`src/rtl/digit_serial_addsub_pkg.sv`:
```
// ============================================================================
// Module : addsub_pkg
// Brief  : Shared FSM state and mode encodings for digit_serial_addsub.
// Rev    : 1.0  initial release
// ============================================================================
`default_nettype none

package addsub_pkg;

   typedef enum logic [1:0] {
      IDLE = 2'd0,
      RUN  = 2'd1,
      DONE = 2'd2
   } state_t;

   localparam logic ADD = 1'b0;
   localparam logic SUB = 1'b1;

endpackage

`default_nettype wire

```
`src/rtl/digit_serial_addsub_digit_adder.sv`:
```
// ============================================================================
// Module : digit_adder
// Brief  : Combinational DIGIT-bit ripple-carry slice of full-adder cells.
// Rev    : 1.0  initial release
// ============================================================================
`default_nettype none

module digit_adder #(
   parameter int DIGIT = 8
) (
   input  logic             cin,
   input  logic [DIGIT-1:0] a,
   input  logic [DIGIT-1:0] b,
   output logic [DIGIT-1:0] sum,
   output logic             cout,
   output logic             c_msb_in
);

   logic [DIGIT:0] carry;

   assign carry[0] = cin;

   generate
      for (genvar i = 0; i < DIGIT; i++) begin : g_fa
         assign sum[i]       = a[i] ^ b[i] ^ carry[i];
         assign carry[i + 1] = (a[i] & b[i]) | (carry[i] & (a[i] ^ b[i]));
      end
   endgenerate

   assign cout     = carry[DIGIT];
   // The carry entering the top bit, paired with cout, yields signed overflow.
   assign c_msb_in = carry[DIGIT - 1];

endmodule

`default_nettype wire

```
`src/rtl/digit_serial_addsub.sv`:
```
// ============================================================================
// Module : digit_serial_addsub
// Brief  : WIDTH-bit add/subtract reusing one DIGIT-bit slice over NDIG cycles.
// Rev    : 1.0  initial release
// ============================================================================
`default_nettype none

module digit_serial_addsub
   import addsub_pkg::*;
#(
   parameter int WIDTH = 32,
   parameter int DIGIT = 8
) (
   input  logic             clk,
   input  logic             rst_n,
   input  logic             in_valid,
   output logic             in_ready,
   input  logic             sub,
   input  logic             cin,
   input  logic [WIDTH-1:0] a,
   input  logic [WIDTH-1:0] b,
   output logic             out_valid,
   input  logic             out_ready,
   output logic [WIDTH-1:0] sum,
   output logic             cout,
   output logic             ovf
);

   localparam int NDIG = WIDTH / DIGIT;
   localparam int IDXW = (NDIG > 1) ? $clog2(NDIG) : 1;
   localparam logic [IDXW-1:0] LAST_IDX = IDXW'(NDIG - 1);

   state_t           state_q, state_d;
   logic [WIDTH-1:0] a_q, a_d;
   logic [WIDTH-1:0] b_q, b_d;
   logic             sub_q, sub_d;
   logic             carry_q, carry_d;
   logic [IDXW-1:0]  idx_q, idx_d;
   logic [WIDTH-1:0] sum_q, sum_d;
   logic             cout_q, cout_d;
   logic             ovf_q, ovf_d;
   logic             in_ready_q, in_ready_d;
   logic             out_valid_q, out_valid_d;

   logic [DIGIT-1:0] slice_a;
   logic [DIGIT-1:0] slice_b;
   logic [DIGIT-1:0] slice_sum;
   logic             slice_cout;
   logic             slice_c_msb;
   int               lsb;

   // B is inverted in subtract mode; the initial carry (cin ^ sub) supplies the +1.
   always_comb begin
      lsb     = int'(idx_q) * DIGIT;
      slice_a = a_q[lsb +: DIGIT];
      slice_b = b_q[lsb +: DIGIT] ^ {DIGIT{sub_q == SUB}};
   end

   digit_adder #(
      .DIGIT (DIGIT)
   ) u_slice (
      .cin      (carry_q),
      .a        (slice_a),
      .b        (slice_b),
      .sum      (slice_sum),
      .cout     (slice_cout),
      .c_msb_in (slice_c_msb)
   );

   always_comb begin
      state_d = state_q;
      a_d     = a_q;
      b_d     = b_q;
      sub_d   = sub_q;
      carry_d = carry_q;
      idx_d   = idx_q;
      sum_d   = sum_q;
      cout_d  = cout_q;
      ovf_d   = ovf_q;

      case (state_q)
         IDLE: begin
            if (in_valid) begin
               a_d     = a;
               b_d     = b;
               sub_d   = sub;
               carry_d = cin ^ sub;
               idx_d   = '0;
               state_d = RUN;
            end
         end
         RUN: begin
            sum_d[lsb +: DIGIT] = slice_sum;
            carry_d             = slice_cout;
            if (idx_q == LAST_IDX) begin
               cout_d  = slice_cout;
               ovf_d   = slice_c_msb ^ slice_cout;
               state_d = DONE;
            end else begin
               idx_d = idx_q + 1'b1;
            end
         end
         DONE: begin
            if (out_ready) begin
               state_d = IDLE;
            end
         end
         default: begin
            state_d = IDLE;
         end
      endcase

      in_ready_d  = (state_d == IDLE);
      out_valid_d = (state_d == DONE);
   end

   always_ff @(posedge clk) begin
      if (!rst_n) begin
         state_q     <= IDLE;
         a_q         <= '0;
         b_q         <= '0;
         sub_q       <= ADD;
         carry_q     <= 1'b0;
         idx_q       <= '0;
         sum_q       <= '0;
         cout_q      <= 1'b0;
         ovf_q       <= 1'b0;
         in_ready_q  <= 1'b1;
         out_valid_q <= 1'b0;
      end else begin
         state_q     <= state_d;
         a_q         <= a_d;
         b_q         <= b_d;
         sub_q       <= sub_d;
         carry_q     <= carry_d;
         idx_q       <= idx_d;
         sum_q       <= sum_d;
         cout_q      <= cout_d;
         ovf_q       <= ovf_d;
         in_ready_q  <= in_ready_d;
         out_valid_q <= out_valid_d;
      end
   end

   assign in_ready  = in_ready_q;
   assign out_valid = out_valid_q;
   assign sum       = sum_q;
   assign cout      = cout_q;
   assign ovf       = ovf_q;

endmodule

`default_nettype wire

```
`config.mk`:
```
export PLATFORM = sky130hd
export DESIGN_NAME = digit_serial_addsub
export DESIGN_NICKNAME = d
export VERILOG_FILES = /design/src/rtl/digit_serial_addsub_pkg.sv /design/src/rtl/digit_serial_addsub_digit_adder.sv /design/src/rtl/digit_serial_addsub.sv
export SDC_FILE = /design/constraint.sdc
export NUM_CORES = 1
export LEC_CHECK = 0
export BUFFER_PORTS_ARGS = -buffer_cell sky130_fd_sc_hd__buf_2
export CORE_AREA = 2 2 99 101
export CTS_CLUSTER_SIZE = 14
export DETAILED_ROUTE_END_ITERATION = 12
export DIE_AREA = 0 0 101 103
export PLACE_DENSITY = 0.77
export SETUP_SLACK_MARGIN = 0.05
export SYNTH_ARGS = -nofsm -noshare
export SYNTH_HDL_FRONTEND = slang
export SYNTH_SLANG_ARGS = --single-unit
```
`constraint.sdc`:
```
create_clock -name clk -period 12.5 [get_ports clk]
set_input_delay 2.5 -clock clk [delete_from_list [all_inputs] [get_ports clk]]
set_output_delay 2.5 -clock clk [all_outputs]
set_load 0.02 [all_outputs]
```
==> flow_summary.toml, run 1 <==
[sta]
relSlewSlack = 0.4679
final_max_slew_viol_count = 0
period_share = 0.3907
worstMarginPinSlew_ps = 798.1
period_needed_ps = 4883
hold_viol = 0
fin_setup_tns_ps = 0
rsz0062_at_grt = "no"
fmax_mhz = 204.8
finalSetupViolCount = 0
fin_skew_ps = 16.42

[clock_tree]
cts_hold_buf = 0
cts_max_path_buffers = 2
htreeDepth = 3
cts_resized = 0
clock_latency_ps = 380
root_buffer = "clkbuf_8"
numClockSinks = 106
clk_pin_slew_ps = 100
cts_setup_buffers = 0
cts_buffers = 9
cts_tree = "yes"

[yosys]
syn_nets = 559
ys_seq_area_frac = 0.4675
synth-main-ff-cell = "dfxtp_1"
synth.top_cells.by_area = "dfxtp_1 47%, nand2_1 11%, mux4_2 7.9%, a21oi_1 7.5%, a32o_1 3.5%"
yosysTopAreaCellShare = 0.4675
synth_top_cell_by_area = "dfxtp_1"
syn_inst = 475
synth_seq_cells = 106
async_flop_share = 0
synth.avg_cell_area_um2 = 9.557
yosysWarnings = 0
synth_edf_count = 0
synth_cell_types = 39
synth_area_mm2 = 0.004539

[routing]
dr.pass1.iters = 4
wire_per_inst_um = 15.99
drt_iter0_markers = 192
drc_errors = 0
vias_per_cell = 5.444
dr_total_vias = 3691
wl_mm = 10.84
postRouteAntennaNets = 0

[run]
max_cap_viol_count = 0

[pwr]
peakVddDrop_mv = 0.04825
power.density_mw_per_mm2 = 125.8
p_leak_uw = 0.002141

[global_routing]
grt_max_degree = 77
grt_overflow = 0
grt_pass1_wl_mm = 17.25
grt_pass1_vias = 3546
antenna_found_initial = 0
grt_use_total = 0.2122

[critical_path]
cpPeakStageDelay_ps = 580
cp_slowest_cell = "mux4_2"
timing.critical_path.mode_cell = "fa_1"
worstSetupStartpointType = "flop"
endpoint_kind = "flop"
critPathKind = "flop to flop"
cp_data_required_time_ps = 12810
crit_chain = "buf_4, mux4_2, fa_1, fa_1, fa_1, fa_1, fa_1, fa_1, inv_1, fa_1, fa_1, inv_1, a32oi_1, nor2_1"
crit_fanout = 24
arrival_ps = 5190

[layout]
final_nets = 643
final_common_cell = "nand2_1"
mostFrequentLayoutCells = "132 x nand2_1, 106 x dfxtp_1, 105 x buf_2"
areaGrowthSynthToFinish_pct = 14.44
final_util = 0.5492
num_antenna_cells = 0
drive_gt1_frac = 0.2642
fin_area_mm2 = 0.005195

[die]
std_cell_rows = 36
die_w_um = 101
ioPinCount = 106
initial_utilization = 0.4799
core_mm2 = 0.009459
die_h_um = 103
dieArea_mm2 = 0.01040

[place]
portBuffers = 105
gp_congestion = 0.8472
post_dp_cell_area_mm2 = 0.005017
hpwl_mm = 7.835

[hold_path]
hold_path_class = "flop to flop"

[outcome]
status = "complete, no violations"
-- routing by layer --
metal | vias up | share of wire | track usage
met2 | 108 | 0.49 | 0.3554
met3 | 14 | 0.051 | 0.04271
met5 | - | 0 | 0
li1 | 1807 | - | -
met4 | 0 | 0.013 | 0.06029
met1 | 1762 | 0.45 | 0.2814
-- worst max-delay path, delay by kind of cell, from the launching register on --
family,cells,cell delay [ps]
multiplexers,1,580
adder cells (fa/ha/maj),8,3010
buffers and inverters,3,620
AO/OA/AOI/OAI,1,110
AND/OR/NAND/NOR,1,100
flip-flops,1,390
-- sequential cells by signal (all words and copies together) (netlist names) --
register / count
a_q: 32
b_q: 32
carry_q: 1
state_q: 2
cout: 1
sub_q: 1
in_ready: 1
out_valid: 1
idx_q: 2
ovf: 1
sum: 32
-- through the flow --
stage	hold WS, ps	cells	setup slack, ps	power, uW
detailed placement	443.1	662	7690	465.2
floorplan	433.1	475	7838	433.8
CTS	457.8	678	7623	656.4
global route	478.5	678	7367	678.1
finish	457.9	678	7617	653.5
global placement	439.6	662	7820	461.3
-- area by class of cell --
type	count	area (um^2)
clock buffer	10	127.6
clock inverter	6	50.05
fill	846	4264
inverter	10	37.54
multi-input combinational	322	2152
sequential	106	2122
tap	114	142.6
timing repair buffer	110	563.0
-- worst paths after layout --
| path | start | end | slack, ps | cells after the start |
|---|---|---|---|---|
| setup reg to reg | idx_q[0] | sum[15] | 7620 | 14 |
| hold / removal | b_q[15] | b_q[15] | 460 | 2 |
| setup / recovery | idx_q[0] | sum[15] | 7620 | 14 |
| hold reg to reg | b_q[15] | b_q[15] | 460 | 2 |
-- power by group --
group	internal, uW	switching (uW)
clock	75.4	121
combinational	37.7	57.5
sequential	353	9.46
-- synthesized netlist by cell type, drive strengths merged, types with 8 or more instances --
cell type  number
mux4           16
clkbuf         11
dfxtp         106
a21oi          68
nand2         132
nor2           22
inv            10
a32oi          16
a32o           16
fa              8
buf            26
-- cell families (layout without fill, tap and decap cells) --
logic type,after synthesis,after routing,share of synthesized area
compound gates,106,106,0.1499
xor+xnor,10,10,0.01929
fa+ha+maj,14,14,0.05182
buf+inv,47,136,0.05981
flops,106,106,0.4675
mux,17,17,0.08159
simple gates,175,175,0.1701
Power figures use the tool's default switching activity.
==> inputs of run 2 (changes only) <==
ABC_AREA = 1   (was default)
CORE_AREA = 2 2 103 105   (was 2 2 99 101)
DIE_AREA = 0 0 105 107   (was 0 0 101 103)
clock period = 5.07 ns   (was 12.5 ns; I/O delays follow)
==> run 2 against run 1 <==
  * Final cell count rose by 35%
  * Sequential share of layout area shrank 3.3 points
  * Total power grew to 2.8 times the previous value
  * First-iteration DRC count is 53% higher
  * Critical endpoint unchanged
  * Synthesized area is 8.4% higher
  * Clock skew is 6.8 ps lower
  * Design area is 8.7% higher
  * Global-route usage is 0.50 points higher
  * Combinational power grew to 4.0 times the previous value
  * Register-to-register slack got worse by 7300 ps
  * Highest routed layer unchanged
==> flow_summary.toml, run 2 <==
[pwr]
peakVddDrop_mv = 0.1694
p_leak_uw = 0.002652
power.density_mw_per_mm2 = 325.2

[layout]
areaGrowthSynthToFinish_pct = 14.77
drive_gt1_frac = 0.1882
final_common_cell = "nor2_1"
mostFrequentLayoutCells = "194 x nor2_1, 116 x nand2_1, 106 x dfxtp_1"
multi_input_area_mm2 = 0.002395
final_cells = 917
final_nets = 861
final-seq-area_mm2 = 0.002122
fillCellCount = 999
num_antenna_cells = 0

[yosys]
ys_seq_area_frac = 0.4311
synth-main-ff-cell = "dfxtp_1"
syn_inst = 691
synth_area_mm2 = 0.004922
yosysWarnings = 0
synth_compound_area_frac = 0.1304
synth_top_family_by_area = "simple AND/OR/NAND/NOR gates"
synth.top_cells.by_area = "dfxtp_1 43%, nor2_1 15%, o21ai_0 9.2%, nand2_1 8.8%, nand3_1 3.9%"
synth_xor_area_frac = 0.001779
yosysTopAreaCellShare = 0.4311
synth_fa_ha_area_frac = 0.04779
async_flop_share = 0
synth_cell_types = 27
yosys-top-cells-count = "194 x nor2_1, 116 x nand2_1, 106 x dfxtp_1, 90 x o21ai_0, 39 x inv_1"
synth_edf_count = 0
yosysMostFrequentCell = "nor2_1"
synth_mux_area_frac = 0
synth-simple-area-share = 0.3066
synth.avg_cell_area_um2 = 7.123
synth_seq_cells = 106
syn_nets = 775
synth_top_cell_by_area = "dfxtp_1"

[critical_path]
cp_data_required_time_ps = 5360
arrival_ps = 5050
rr_worst_depth = 20
crit_fanout = 13
worst_r2r_startpoint = "idx_q[0]"
critPathKind = "flop to flop"
r2r_setup_slack_ps = 320
endpoint_kind = "flop"
rr_endpoint = "sum[15]"
setup.worst_path.start = "idx_q[0]"
critPathCapture = "sum[15]"
worstSetupStartpointType = "flop"

[die]
die_w_um = 105
core_mm2 = 0.01009
std_cell_rows = 37
die_h_um = 107
ioPinCount = 106
initial_utilization = 0.4877
dieArea_mm2 = 0.01124

[routing]
drc_errors = 0
vias_per_cell = 4.968
dr_total_vias = 4556
postRouteAntennaNets = 0
wire_per_inst_um = 12.90
wl_mm = 11.83
dr.pass1.iters = 5
drt_iter0_markers = 293

[run]
max_cap_viol_count = 0

[hold_path]
hold_path_class = "flop to flop"

[global_routing]
grt_max_degree = 79
antenna_found_initial = 0
grt_overflow = 0
grt_use_total = 0.2172
grt_pass1_wl_mm = 19.78
grt_pass1_vias = 4207

[outcome]
status = "complete, no violations"

[sta]
hold_viol = 0
finalSetupViolCount = 0
fmax_mhz = 210.5
final_max_slew_viol_count = 0
fin_skew_ps = 9.641
fin_setup_tns_ps = 0
rsz0062_at_grt = "no"
period_needed_ps = 4752
period_share = 0.9372
relSlewSlack = 0.3231
worstMarginPinSlew_ps = 1015

[clock_tree]
cts_max_path_buffers = 2
cts_buffers = 9
cts_tree = "yes"
numClockSinks = 106
clock_latency_ps = 370
root_buffer = "clkbuf_8"
clk_pin_slew_ps = 100
htreeDepth = 3

[place]
portBuffers = 105
placed_cells = 902
hpwl_mm = 8.999
gp_congestion = 0.8598
run 2: cell count changes after synthesis, moves of 8 or more:
cell     delta
nand3_1    +36
nor2_1    +172
inv_1      +30
mux4_2     -16
buf_2       +8
nand2_1    -16
a32oi_1    -16
a21oi_1    -39
o21ai_0    +89
a32o_1     -16
run 2: kinds of logic (layout without fill, tap and decap cells):
group | Yosys count | count (layout)
AOI/OAI and AO/OA | 126 | 126
xor gates and xnor gates | 1 | 1
adders and majority gates | 14 | 14
buffers and inverters | 84 | 174
DFF | 106 | 106
and+or+nand+nor | 360 | 360
run 2: worst min path at each step:
| stage | start | to | slack, ps | cells after the start |
|---|---|---|---|---|
| after floorplan | a_q[6] | a_q[6] | 420 | 2 |
| after detailed placement | sum[30] | sum[30] | 460 | 2 |
| after global placement | a_q[6] | a_q[6] | 440 | 2 |
| after global routing | sum[28] | sum[28] | 490 | 2 |
| after CTS | a_q[6] | a_q[6] | 470 | 2 |
| final | sum[25] | sum[25] | 470 | 2 |
run 2: critical path, cell delays in order (launching register included):
cell and delay (ps):
dfxtp_1 470, buf_4 230, nand2_1 70, nand3_1 110, nand2_1 60, nand2_1 50, nand2_1 70, fa_1 420
fa_1 400, fa_1 420, fa_1 390, fa_1 390, fa_1 360, inv_1 80, fa_1 210, fa_1 440
nor2_1 160, nand2_1 90, nor2_1 110, nor2_1 50, nor2_1 90
run 2: final cells by class:
type	count	share of cell area
flip-flops and latches	106	0.3756
clock inverters	6	0.01329
clock buffers	9	0.02193
multi-input cells	501	0.4239
well taps	136	0.03012
repair buffers	113	0.1037
inverters	46	0.03145
run 2: power breakdown:
part | leakage (uW) | switching [uW] | internal (uW)
combinational | 0.00168 | 240 | 140
sequential | 0.000872 | 38.6 | 888
clock | 0.0000982 | 297 | 234
run 2: metal layers:
metal | track usage | up-vias | share of wire
li1 | - | 2353 | -
met5 | 0 | - | 0
met2 | 0.3711 | 115 | 0.48
met4 | 0.07619 | 0 | 0.015
met1 | 0.2818 | 2073 | 0.46
met3 | 0.03040 | 15 | 0.039
run 2: per-stage QoR:
step / total power [uW] / setup WS [ps] / cell area [um^2] / util / hold WS [ps]
2_1_floorplan: 1213 / 596.1 / 4922 / - / 423.8
3_3_place_gp: 1314 / 500.1 / 5450 / 0.5400 / 442.5
3_5_place_dp: 1324 / 333.3 / 5450 / 0.5400 / 457.2
4_1_cts: 1845 / 319.3 / 5649 / 0.5598 / 471.3
5_1_grt: 1940 / 56.53 / 5649 / 0.5598 / 491.7
6_report: 1837 / 318.4 / 5649 / 0.5598 / 474.0
run 2: what timing repair did:
item | in CTS | in global routing
hold buffers | 0 | 0
endpoints found under the setup margin | 0 | 2
gates resized for setup | 0 | 1
endpoints found under the hold margin | 0 | 0
setup buffers | 0 | 0
==> inputs of run 3 (changes only) <==
CORE_AREA = 2 2 144 76   (was 2 2 103 105)
DIE_AREA = 0 0 146 78   (was 0 0 105 107)
==> run 3 against run 2 <==
  * Wire length hardly changed
  * First-iteration DRC count is 7.2% lower
  * Clock skew is 2.2 ps lower
  * Critical endpoint unchanged
  * Highest routed layer unchanged
==> flow_summary.toml, run 3 (synthesized netlist as in run 2, its figures left out) <==
[outcome]
status = "complete, no violations"

[sta]
finalSetupViolCount = 0
final_max_slew_viol_count = 0
hold_viol = 0
fmax_mhz = 212.9
fin_ws_ps = 372.6
rsz0062_at_grt = "no"
period_share = 0.9265
period_needed_ps = 4697
fin_setup_tns_ps = 0
relSlewSlack = 0.4313
fin_skew_ps = 7.433
worstMarginPinSlew_ps = 852.1

[place]
portBuffers = 105
gp_congestion = 0.8835
hpwl_mm = 8.665
post-place-ws_ps = 389.4
post_dp_cell_area_mm2 = 0.005445

[hold_path]
min_to = "sum[26]"
hold_start = "sum[26]"
hold_path_class = "flop to flop"
hold_depth = 2

[clock_tree]
cts_tree = "yes"
cts_buffers = 9
numClockSinks = 106
htreeDepth = 3
clk_pin_slew_ps = 70
root_buffer = "clkbuf_16"
clock_latency_ps = 350
cts_max_path_buffers = 2

[die]
ioPinCount = 106
core_mm2 = 0.01002
initial_utilization = 0.4913
dieArea_mm2 = 0.01139
die_w_um = 146
std_cell_rows = 26
die_h_um = 78

[run]
max_cap_viol_count = 0

[critical_path]
rr_worst_depth = 20
endpoint_kind = "flop"
worst_r2r_startpoint = "idx_q[0]"
cp_data_required_time_ps = 5340
worstSetupStartpointType = "flop"
rr_endpoint = "sum[15]"
arrival_ps = 4970
crit_fanout = 15
critPathKind = "flop to flop"
r2r_setup_slack_ps = 370

[routing]
vias_per_cell = 4.949
drc_errors = 0
postRouteAntennaNets = 0
wl_mm = 11.82
dr.pass1.iters = 4
wire_per_inst_um = 12.86
drt_iter0_markers = 272
dr_total_vias = 4548

[layout]
drive_gt1_frac = 0.1836
final_common_cell = "nor2_1"
mostFrequentLayoutCells = "194 x nor2_1, 116 x nand2_1, 105 x buf_2"
num_antenna_cells = 0
fin_area_mm2 = 0.005766
areaGrowthSynthToFinish_pct = 17.13
final_nets = 858

[global_routing]
grt_max_degree = 79
antenna_found_initial = 0
grt_use_total = 0.2087
grt_pass1_vias = 4148
grt_overflow = 0
grt_pass1_wl_mm = 19.25

[pwr]
fin_total_pwr_uw = 2053
peakVddDrop_mv = 0.1714
power.density_mw_per_mm2 = 356.1
p_leak_uw = 0.002694
[run 3: metal layers]
metal | GRT usage | part of all wire | up-vias | routed length (um)
met4 | 0.04951 | 0.0086 | 0 | 102
met3 | 0.04529 | 0.057 | 11 | 675
met2 | 0.3316 | 0.44 | 135 | 5211
met1 | 0.2915 | 0.49 | 2049 | 5832
li1 | - | - | 2353 | -
met5 | 0 | 0 | - | 0
[run 3: power by group]
part           leakage, uW  switching (uW)  internal [uW]
clock             0.000151             295            448
sequential        0.000872            38.6            888
combinational      0.00167             243            141
[run 3: worst max-delay path: stages, from the launching register on]
cell     delay (ps)
dfxtp_1         340
inv_1           300
nand2_1          90
nand3_1         100
nand2_1          60
nand2_1          50
nand2_1          70
fa_1            410
fa_1            420
fa_1            400
fa_1            390
fa_1            390
fa_1            370
inv_1            90
fa_1            220
fa_1            450
nor2_1          160
nand2_1          80
nor2_1          110
nor2_1           50
nor2_1           80
[run 3: worst max-delay path by stage]
| stage | from | endpoint | slack [ps] | cells after the start |
|---|---|---|---|---|
| floorplan | idx_q[0] | sum[31] | 600 | 21 |
| global placement | idx_q[0] | sum[31] | 530 | 20 |
| detailed placement | idx_q[1] | sum[31] | 390 | 18 |
| CTS | idx_q[1] | sum[15] | 350 | 18 |
| global route | idx_q[0] | sum[15] | 80 | 20 |
| finish | idx_q[0] | sum[15] | 370 | 20 |
[run 3: through the flow]
step,hold WS [ps],util,cells
finish,463.2,0.5754,919
global route,476.4,0.5754,919
global placement,449.4,0.5435,903
CTS,462.3,0.5748,919
floorplan,423.8,-,691
detailed placement,451.8,0.5435,903
[run 3: final cells by class]
cell class / instances / area, um^2
multi-input combinational: 501 / 2395
timing repair buffer: 110 / 575.6
fill: 989 / 4254
tap: 140 / 175.2
inverter: 46 / 181.4
clock inverter: 2 / 60.06
clock buffer: 14 / 254.0
sequential: 106 / 2125
[run 3: repair_timing]
action	in CTS	in global routing
setup endpoints to repair	0	1
resized for setup	0	3
hold endpoints to repair	0	0
setup buffers	0	0
hold buffers	0	0
